$ cat src/rtl/edge_drive_pkg.sv
// Shared definitions for the edge_drive output driver:
// state encoding and tick-parameter legality helper.
package edge_drive_pkg;

    typedef enum logic [1:0] {
        ST_STABLE = 2'd0,
        ST_HOLD   = 2'd1,
        ST_PULSE  = 2'd2
    } state_e;

    function automatic bit ticks_ok(input int ticks, input int cnt_w);
        return (ticks >= 1) && (ticks <= (1 << cnt_w) - 1);
    endfunction

endpackage

$ cat src/rtl/edge_drive_tick_down_cnt.sv
// Loadable down-counter that advances only on timebase ticks;
// last flags the tick that consumes the final count.
module tick_down_cnt #(
    parameter int CNT_W = 8
) (
    input  logic             clk,
    input  logic             reset,
    input  logic             tick,
    input  logic             load,
    input  logic [CNT_W-1:0] load_val,
    output logic             last
);

    logic [CNT_W-1:0] cnt_q;
    logic [CNT_W-1:0] cnt_d;

    always_comb begin
        cnt_d = cnt_q;
        // A load on the same edge as a tick wins; that tick is not counted.
        if (load) begin
            cnt_d = load_val;
        end else if (tick && (cnt_q != '0)) begin
            cnt_d = cnt_q - 1'b1;
        end
    end

    assign last = tick && (cnt_q == CNT_W'(1));

    always_ff @(posedge clk) begin
        if (reset) begin
            cnt_q <= '0;
        end else begin
            cnt_q <= cnt_d;
        end
    end

endmodule

$ cat src/rtl/edge_drive.sv
// Drives one board-level control line from level/pulse requests with
// tick-timed hold and pulse widths, plus sticky clearable event flags.
module edge_drive
    import edge_drive_pkg::*;
#(
    parameter int HOLD_TICKS  = 2,
    parameter int PULSE_TICKS = 4,
    parameter int CNT_W       = 8
) (
    input  logic clk,
    input  logic reset,
    input  logic t30p5us,
    input  logic level_req,
    input  logic pulse_req,
    input  logic edge_clear,
    output logic signal_out,
    output logic busy,
    output logic rising_edge,
    output logic falling_edge,
    output logic pulse_done,
    output logic req_drop
);

    if (!ticks_ok(HOLD_TICKS, CNT_W)) begin : g_bad_hold
        $error("edge_drive: HOLD_TICKS out of range for CNT_W");
    end
    if (!ticks_ok(PULSE_TICKS, CNT_W)) begin : g_bad_pulse
        $error("edge_drive: PULSE_TICKS out of range for CNT_W");
    end

    localparam logic [CNT_W-1:0] HOLD_V  = CNT_W'(HOLD_TICKS);
    localparam logic [CNT_W-1:0] PULSE_V = CNT_W'(PULSE_TICKS);

    state_e state_q, state_d;
    logic sig_q, sig_d;
    logic rise_q, rise_d;
    logic fall_q, fall_d;
    logic done_q, done_d;
    logic drop_q, drop_d;

    logic             load;
    logic [CNT_W-1:0] load_val;
    logic             last;
    logic             rise_set, fall_set, done_set, drop_set;

    tick_down_cnt #(.CNT_W(CNT_W)) u_cnt (
        .clk      (clk),
        .reset    (reset),
        .tick     (t30p5us),
        .load     (load),
        .load_val (load_val),
        .last     (last)
    );

    always_comb begin
        state_d  = state_q;
        sig_d    = sig_q;
        load     = 1'b0;
        load_val = '0;
        rise_set = 1'b0;
        fall_set = 1'b0;
        done_set = 1'b0;
        drop_set = 1'b0;
        unique case (state_q)
            ST_STABLE: begin
                if (level_req != sig_q) begin
                    sig_d    = level_req;
                    load     = 1'b1;
                    load_val = HOLD_V;
                    state_d  = ST_HOLD;
                    rise_set = level_req;
                    fall_set = !level_req;
                    drop_set = pulse_req;
                end else if (pulse_req) begin
                    if (!sig_q) begin
                        sig_d    = 1'b1;
                        load     = 1'b1;
                        load_val = PULSE_V;
                        state_d  = ST_PULSE;
                        rise_set = 1'b1;
                    end else begin
                        drop_set = 1'b1;
                    end
                end
            end
            ST_HOLD: begin
                drop_set = pulse_req;
                if (last) begin
                    state_d = ST_STABLE;
                end
            end
            ST_PULSE: begin
                drop_set = pulse_req;
                if (last) begin
                    sig_d    = 1'b0;
                    fall_set = 1'b1;
                    done_set = 1'b1;
                    load     = 1'b1;
                    load_val = HOLD_V;
                    state_d  = ST_HOLD;
                end
            end
            default: begin
                state_d = ST_STABLE;
                sig_d   = 1'b0;
            end
        endcase
    end

    // Clear beats a coincident set.
    always_comb begin
        rise_d = (rise_q | rise_set) & !edge_clear;
        fall_d = (fall_q | fall_set) & !edge_clear;
        done_d = (done_q | done_set) & !edge_clear;
        drop_d = (drop_q | drop_set) & !edge_clear;
    end

    always_ff @(posedge clk) begin
        if (reset) begin
            state_q <= ST_STABLE;
            sig_q   <= 1'b0;
            rise_q  <= 1'b0;
            fall_q  <= 1'b0;
            done_q  <= 1'b0;
            drop_q  <= 1'b0;
        end else begin
            state_q <= state_d;
            sig_q   <= sig_d;
            rise_q  <= rise_d;
            fall_q  <= fall_d;
            done_q  <= done_d;
            drop_q  <= drop_d;
        end
    end

    assign signal_out   = sig_q;
    assign busy         = (state_q == ST_HOLD) || (state_q == ST_PULSE);
    assign rising_edge  = rise_q;
    assign falling_edge = fall_q;
    assign pulse_done   = done_q;
    assign req_drop     = drop_q;

endmodule

$ cat config.mk
export PLATFORM = sky130hd
export DESIGN_NAME = edge_drive
export DESIGN_NICKNAME = d
export VERILOG_FILES = /design/src/rtl/edge_drive_pkg.sv /design/src/rtl/edge_drive_tick_down_cnt.sv /design/src/rtl/edge_drive.sv
export SDC_FILE = /design/constraint.sdc
export NUM_CORES = 1
export LEC_CHECK = 0
export BUFFER_PORTS_ARGS = -buffer_cell sky130_fd_sc_hd__buf_2
export CELL_PAD_IN_SITES_DETAIL_PLACEMENT = 0
export CELL_PAD_IN_SITES_GLOBAL_PLACEMENT = 1
export CORE_MARGIN = 2
export CORE_UTILIZATION = 45
export DETAILED_ROUTE_END_ITERATION = 7
export GPL_ROUTABILITY_DRIVEN = 0
export PLACE_DENSITY = 0.92
export RECOVER_POWER = 50
export SLEW_MARGIN = 5
export SYNTH_ARGS = -nofsm -noshare
export SYNTH_HDL_FRONTEND = slang
export SYNTH_SLANG_ARGS = --single-unit
$ cat constraint.sdc
create_clock -name clk -period 2.8 [get_ports clk]
set_input_delay 0.28 -clock clk [delete_from_list [all_inputs] [get_ports clk]]
set_output_delay 0.28 -clock clk [all_outputs]
set_load 0.05 [all_outputs]
* Word level (Yosys, flattened, before mapping)
Cells that the tools add are included.
** Operators by class
- Add/subtract/negate cells :: 1
- $mul :: 0
- Divide/modulo/power cells :: 0
- $lt $le $gt $ge :: 0
- Equal/unequal tests :: 8
- Shift operators :: 0
- Multiplexer cells :: 31
- Bitwise logic cells :: 9
- Reduce and logical (&&, ||, !) cells :: 11
** Operators by type and width (count)
- $mux W8 :: 2
- $mux W1 :: 14
- $mux W2 :: 6
- $mux W3 :: 3
- $eq A8 B1 Y1 const B :: 1
- $reduce_bool A8 Y1 :: 1
- $sub A8 B1 Y8 const B :: 1
- $ne A3 B3 Y1 const B :: 2
- $pmux W1 S2 :: 3
- $pmux W2 S3 :: 1
- $pmux W3 S2 :: 1
- $and A1 B1 Y1 :: 4
- $ne A2 B2 Y1 const B :: 2
- $or A1 B1 Y1 :: 4
- $reduce_and A4 Y1 :: 1
- $pmux W1 S3 :: 1
- $reduce_and A3 Y1 :: 1
- $eq A2 B1 Y1 const B :: 1
- $eq A2 B2 Y1 const B :: 1
- $logic_and A1 B1 Y1 :: 2
- $logic_not A1 Y1 :: 2
- $logic_not A2 Y1 :: 1
- $reduce_bool A2 Y1 :: 1
- $reduce_or A2 Y1 :: 1
- other kinds (3) :: 3
** Word-level totals
- Register bits :: 15
- Latch bits :: 0
- RAM bits :: 0
- Memory bits (read-only) :: 0
- Bits of input ports :: 6
- Output and inout bits :: 6
- Memories kept :: 0

* Depth between registers and ports, before layout
- Depth after elaboration :: 6
- Gate-level depth with buffers :: 7
- Mapped depth without buffers :: 6

* By module
Synthesis repeated with hierarchy kept, for this count alone.
** Second synthesis, totals
- Cells, all modules :: 120
- Area, all modules :: 1009.7 µm²
** Modules (own cells, without submodules)
- tick_down_cnt :: instances 1, cells an instance 63, area each 513.0 µm²
- edge_drive :: instances 1, cells an instance 57, area each 496.7 µm²

* Worst setup path after synthesis
No wires, ideal clock.
- Kind :: flip-flop to flip-flop
- Start point :: register sig_q, in the netlist signal_out
- End point :: register sig_q, in the netlist signal_out
- Arrival :: 1814 ps
- Required time :: 2730 ps
- Setup slack :: 916 ps
- Stages on the path, launching flop included :: 6
- Path buffers :: 0
- Clock period less this slack :: 1884 ps
- Cell sequence :: dfxtp_1 -> ha_1 -> nand2_1 -> o21bai_1 -> or4b_1 -> a21oi_1
** On the way
- Cells in the longest elaborated chain, start to end :: 3
- Elaborated cells on any way between the ends :: 5
- Those cells by class :: eq/ne: 2; mux: 2; reduce/logical: 1
** Ends and longest elaborated chain
- start: declaration :: RTL line edge_drive.sv:35 : logic sig_q, sig_d;
- start signal: assignment :: RTL line edge_drive.sv:128 : sig_q <= sig_d;
- $ne A1 B1 Y1 (*) :: RTL line edge_drive.sv:66 : if (level_req != sig_q) begin
- $ne A3 B3 Y1 (no line) / $mux W1 (equally long branches)
- $reduce_and A3 Y1 (no line) / $pmux W1 S3 (equally long branches)
Every way passes the cells marked *; elsewhere a longest branch is shown, timed or not.
A chain may end at the register's enable or synchronous reset.

* Worst setup path in the final report
- Start point :: register u_cnt.cnt_q[0]
- End point :: register sig_q, in the netlist signal_out
** On the way
- Cells in the longest elaborated chain, start to end :: 4
** Ends and longest elaborated chain
- start: declaration :: RTL line edge_drive_tick_down_cnt.sv:14 : logic [CNT_W-1:0] cnt_q;
- start signal: assignment :: RTL line edge_drive_tick_down_cnt.sv:33 : cnt_q <= cnt_d;
- $eq A8 B1 Y1 :: RTL line edge_drive_tick_down_cnt.sv:27 : assign last = tick && (cnt_q == CNT_W'(1));
- $logic_and A1 B1 Y1 :: RTL line edge_drive_tick_down_cnt.sv:27
- $ne A2 B2 Y1 (no line)
- $reduce_and A3 Y1 (no line)
Every way passes these cells.

==> metrics.txt <==
status finished clean; cell mode on critical path a21oi_1; wire per inst 12.3 microns; number of buffers created by CTS 3; max_cap viols 0; Synth Area in Simple Gates 21.6%; crit start category register; clk buf depth 2; slowest stage delay, CP 0.52 ns; first-pass GRT wire length 3.08 mm; initial antenna violation count 0; grt total ovfl 0; top_reg_cell synth dfxtp_1; CTS root buf clkbuf_4; #FFs+latches synth 15; mux share of post-synthesis cell area 2.21%; power per cell area 1030 mW/mm^2; Comb power frac 56.6%; final setup vio count 0; number of synthesized flops with an enable pin 0; Placeable Area 0.00192 sq mm; main area contributors after synthesis dfxtp_1 (33%), ha_1 (12%), a21oi_1 (4.4%), inv_1 (4.1%), nor2_1 (3.3%); Leak 0.404 nW; Min-Delay Path Class in2reg; Layout area overhead 11.2%; post-layout util 52.3%; clk slew on worst S/H paths 0.10 ns; worst path cell trace ha_1 > nor4bb_1 > a21oi_1 > or4b_1 > a21oi_1; Detailed Routing Iterations Pass 1 4; FP Rows 16; Yosys cell types 41; total net switching power 0.000488 W; Vias 767; Switching Fraction 47.3%; Reg power frac 31.0%; Synth area leader dfxtp_1; yosys warns 0; Initial Util 47.1%; Worst-Margin Slew 0.596 ns; Max VDD drop 0.471 mV; worst-case reg-to-reg path depth 5; Worst Setup End Kind register; input/output buffers 11; WL final 1.73 mm; fin crit share 67.4%; Setup Buffers After CTS 0; Fin Setup TNS 0 ns; area share of fa/ha/maj cells after synthesis 12.4%; Ports 12; residual DRC count 0; slowest CP cell or4b_1; Cells after Synth 100; DP HPWL 1.31 mm; post-CTS resize count 0; minimum clock period 1.89 ns; Post-Synthesis Net Count 115; Compound-Gate Fraction of Synth Area 21.7%; Crit Path Class reg2reg; DIE WIDTH 48.8 microns; Die ar. 0.00238 sq mm; largest family of logic cells by synthesized area compound AO/OA/AOI/OAI gates; share of the synthesized area in the top cell type 33.2%; Mapped Area 905 sq um; Final Skew 0.0120 ns; post-route ant nets 0; cell internal pwr 0.000545 W; hold buffer count at cts 0; CP Data Arrival Time 2.11 ns; Final Net Count 129; Hold Vio Cnt, Final 0; vias in the first global route 715; Max Slew Vio Count 0; vias per cell 5.48; CTS tree yes; total global-route track usage 16.3%; Initial DRC Count 17; antenna cells 0; clock sinks 15; H-tree depth 1; Synth Area in XOR/XNOR 3.87%; part of the Yosys area used for sequential elements 33.2%; Die H 48.8 microns; Worst Path Required 3.03 ns; async set-reset flop share out of synthesis 0%; largest net degree at the start of global routing 10; reg2reg setup slack 0.91 ns; Syn Area/Cell 9.05 sq um; Worst-Skew Late Latency 0.30 ns; share of cells above drive strength 1 12.4%; worst-path maximum fanout 4; Clock power frac 12.4%; fmax 530 MHz; Worst Hold Depth 2; RSZ-0062 raised after global routing no; Slew Limit Headroom 60.5%
-- path summary, 6_finish.rpt --
path                              to                        start
max          signal_out$_SDFFE_PP0P_  u_cnt.cnt_q[0]$_SDFFE_PP0P_
min           rising_edge$_SDFF_PP0_                   edge_clear
min reg2reg    pulse_done$_SDFF_PP0_        pulse_done$_SDFF_PP0_
max reg2reg  signal_out$_SDFFE_PP0P_  u_cnt.cnt_q[0]$_SDFFE_PP0P_
-- worst max-delay path: cells and delay by family (launching register included) --
kind	cells	cell delay (ns)
DFF	1	0.41
and+or+nand+nor	2	0.95
adders and majority gates	1	0.16
AOI/OAI and AO/OA	2	0.30
-- state kept, by name, indices dropped and copies added (netlist names) --
| name | flops |
|---|---|
| falling_edge | 1 |
| pulse_done | 1 |
| req_drop | 1 |
| rising_edge | 1 |
| signal_out | 1 |
| state_q | 2 |
| u_cnt.cnt_q | 8 |
-- metrics by stage --
stage	hold WS, ns	total power [W]	instance area, sq um	instances	setup WS, ns
after floorplan	0.359	0.000803	905	100	0.916
after global placement	0.444	0.000903	986	136	1.06
after detailed placement	0.458	0.000913	986	136	0.991
after CTS	0.147	0.00104	1010	140	0.964
after global routing	0.151	0.00112	1010	140	0.781
final	0.145	0.00103	1010	140	0.914
-- power groups by stage --
stage / Combinational (W) / Sequential, W / Clock, W
floorplan: 0.000451 / 0.000352 / 0
global placement: 0.000584 / 0.000320 / 0
detailed placement: 0.000589 / 0.000324 / 0
CTS: 0.000592 / 0.000320 / 0.000130
global route: 0.000649 / 0.000330 / 0.000138
finish: 0.000585 / 0.000320 / 0.000128
-- metal layers --
layer / GRT usage [%] / part of all wire [%] / vias up
met3: 2.76 / 4.9 / 3
met5: 0 / 0 / -
met1: 21.6 / 48 / 360
met2: 26.0 / 46 / 21
met4: 7.14 / 1.4 / 0
li1: - / - / 383
-- final cells by class --
type | instances | area (sq um)
multi-input cells | 73 | 559
inverters | 10 | 37.5
repair buffers | 11 | 47.5
well taps | 27 | 33.8
clock buffers | 3 | 22.5
flip-flops and latches | 15 | 300
clock inverters | 1 | 5.00
fillers | 218 | 916
-- kinds of logic (layout without fill, tap and decap cells) --
family          count (synthesis)  after routing
compound gates                 28             28
xor+xnor                        4              4
fa+ha+maj                       9              9
buf+inv                        12             25
flops                          15             15
mux                             2              2
simple gates                   30             30
-- layout by cell type, fill, tap and decap left out, drive strengths merged, types with 3 or more instances in the layout --
cell type	n
ha	9
xnor2	3
o21ai	3
dfxtp	15
clkbuf	9
a21oi	8
nor2	9
nand2	3
buf	5
nand2b	3
inv	10
-- synth_stat cells (3+ instances only) --
library cell and count:
dfxtp_1 15, o21ai_0 3, inv_1 10, ha_1 9
nand2_1 3, nand2b_1 3, a21oi_1 8, xnor2_1 3
nor2_1 8
Power figures use the tool's default switching activity.
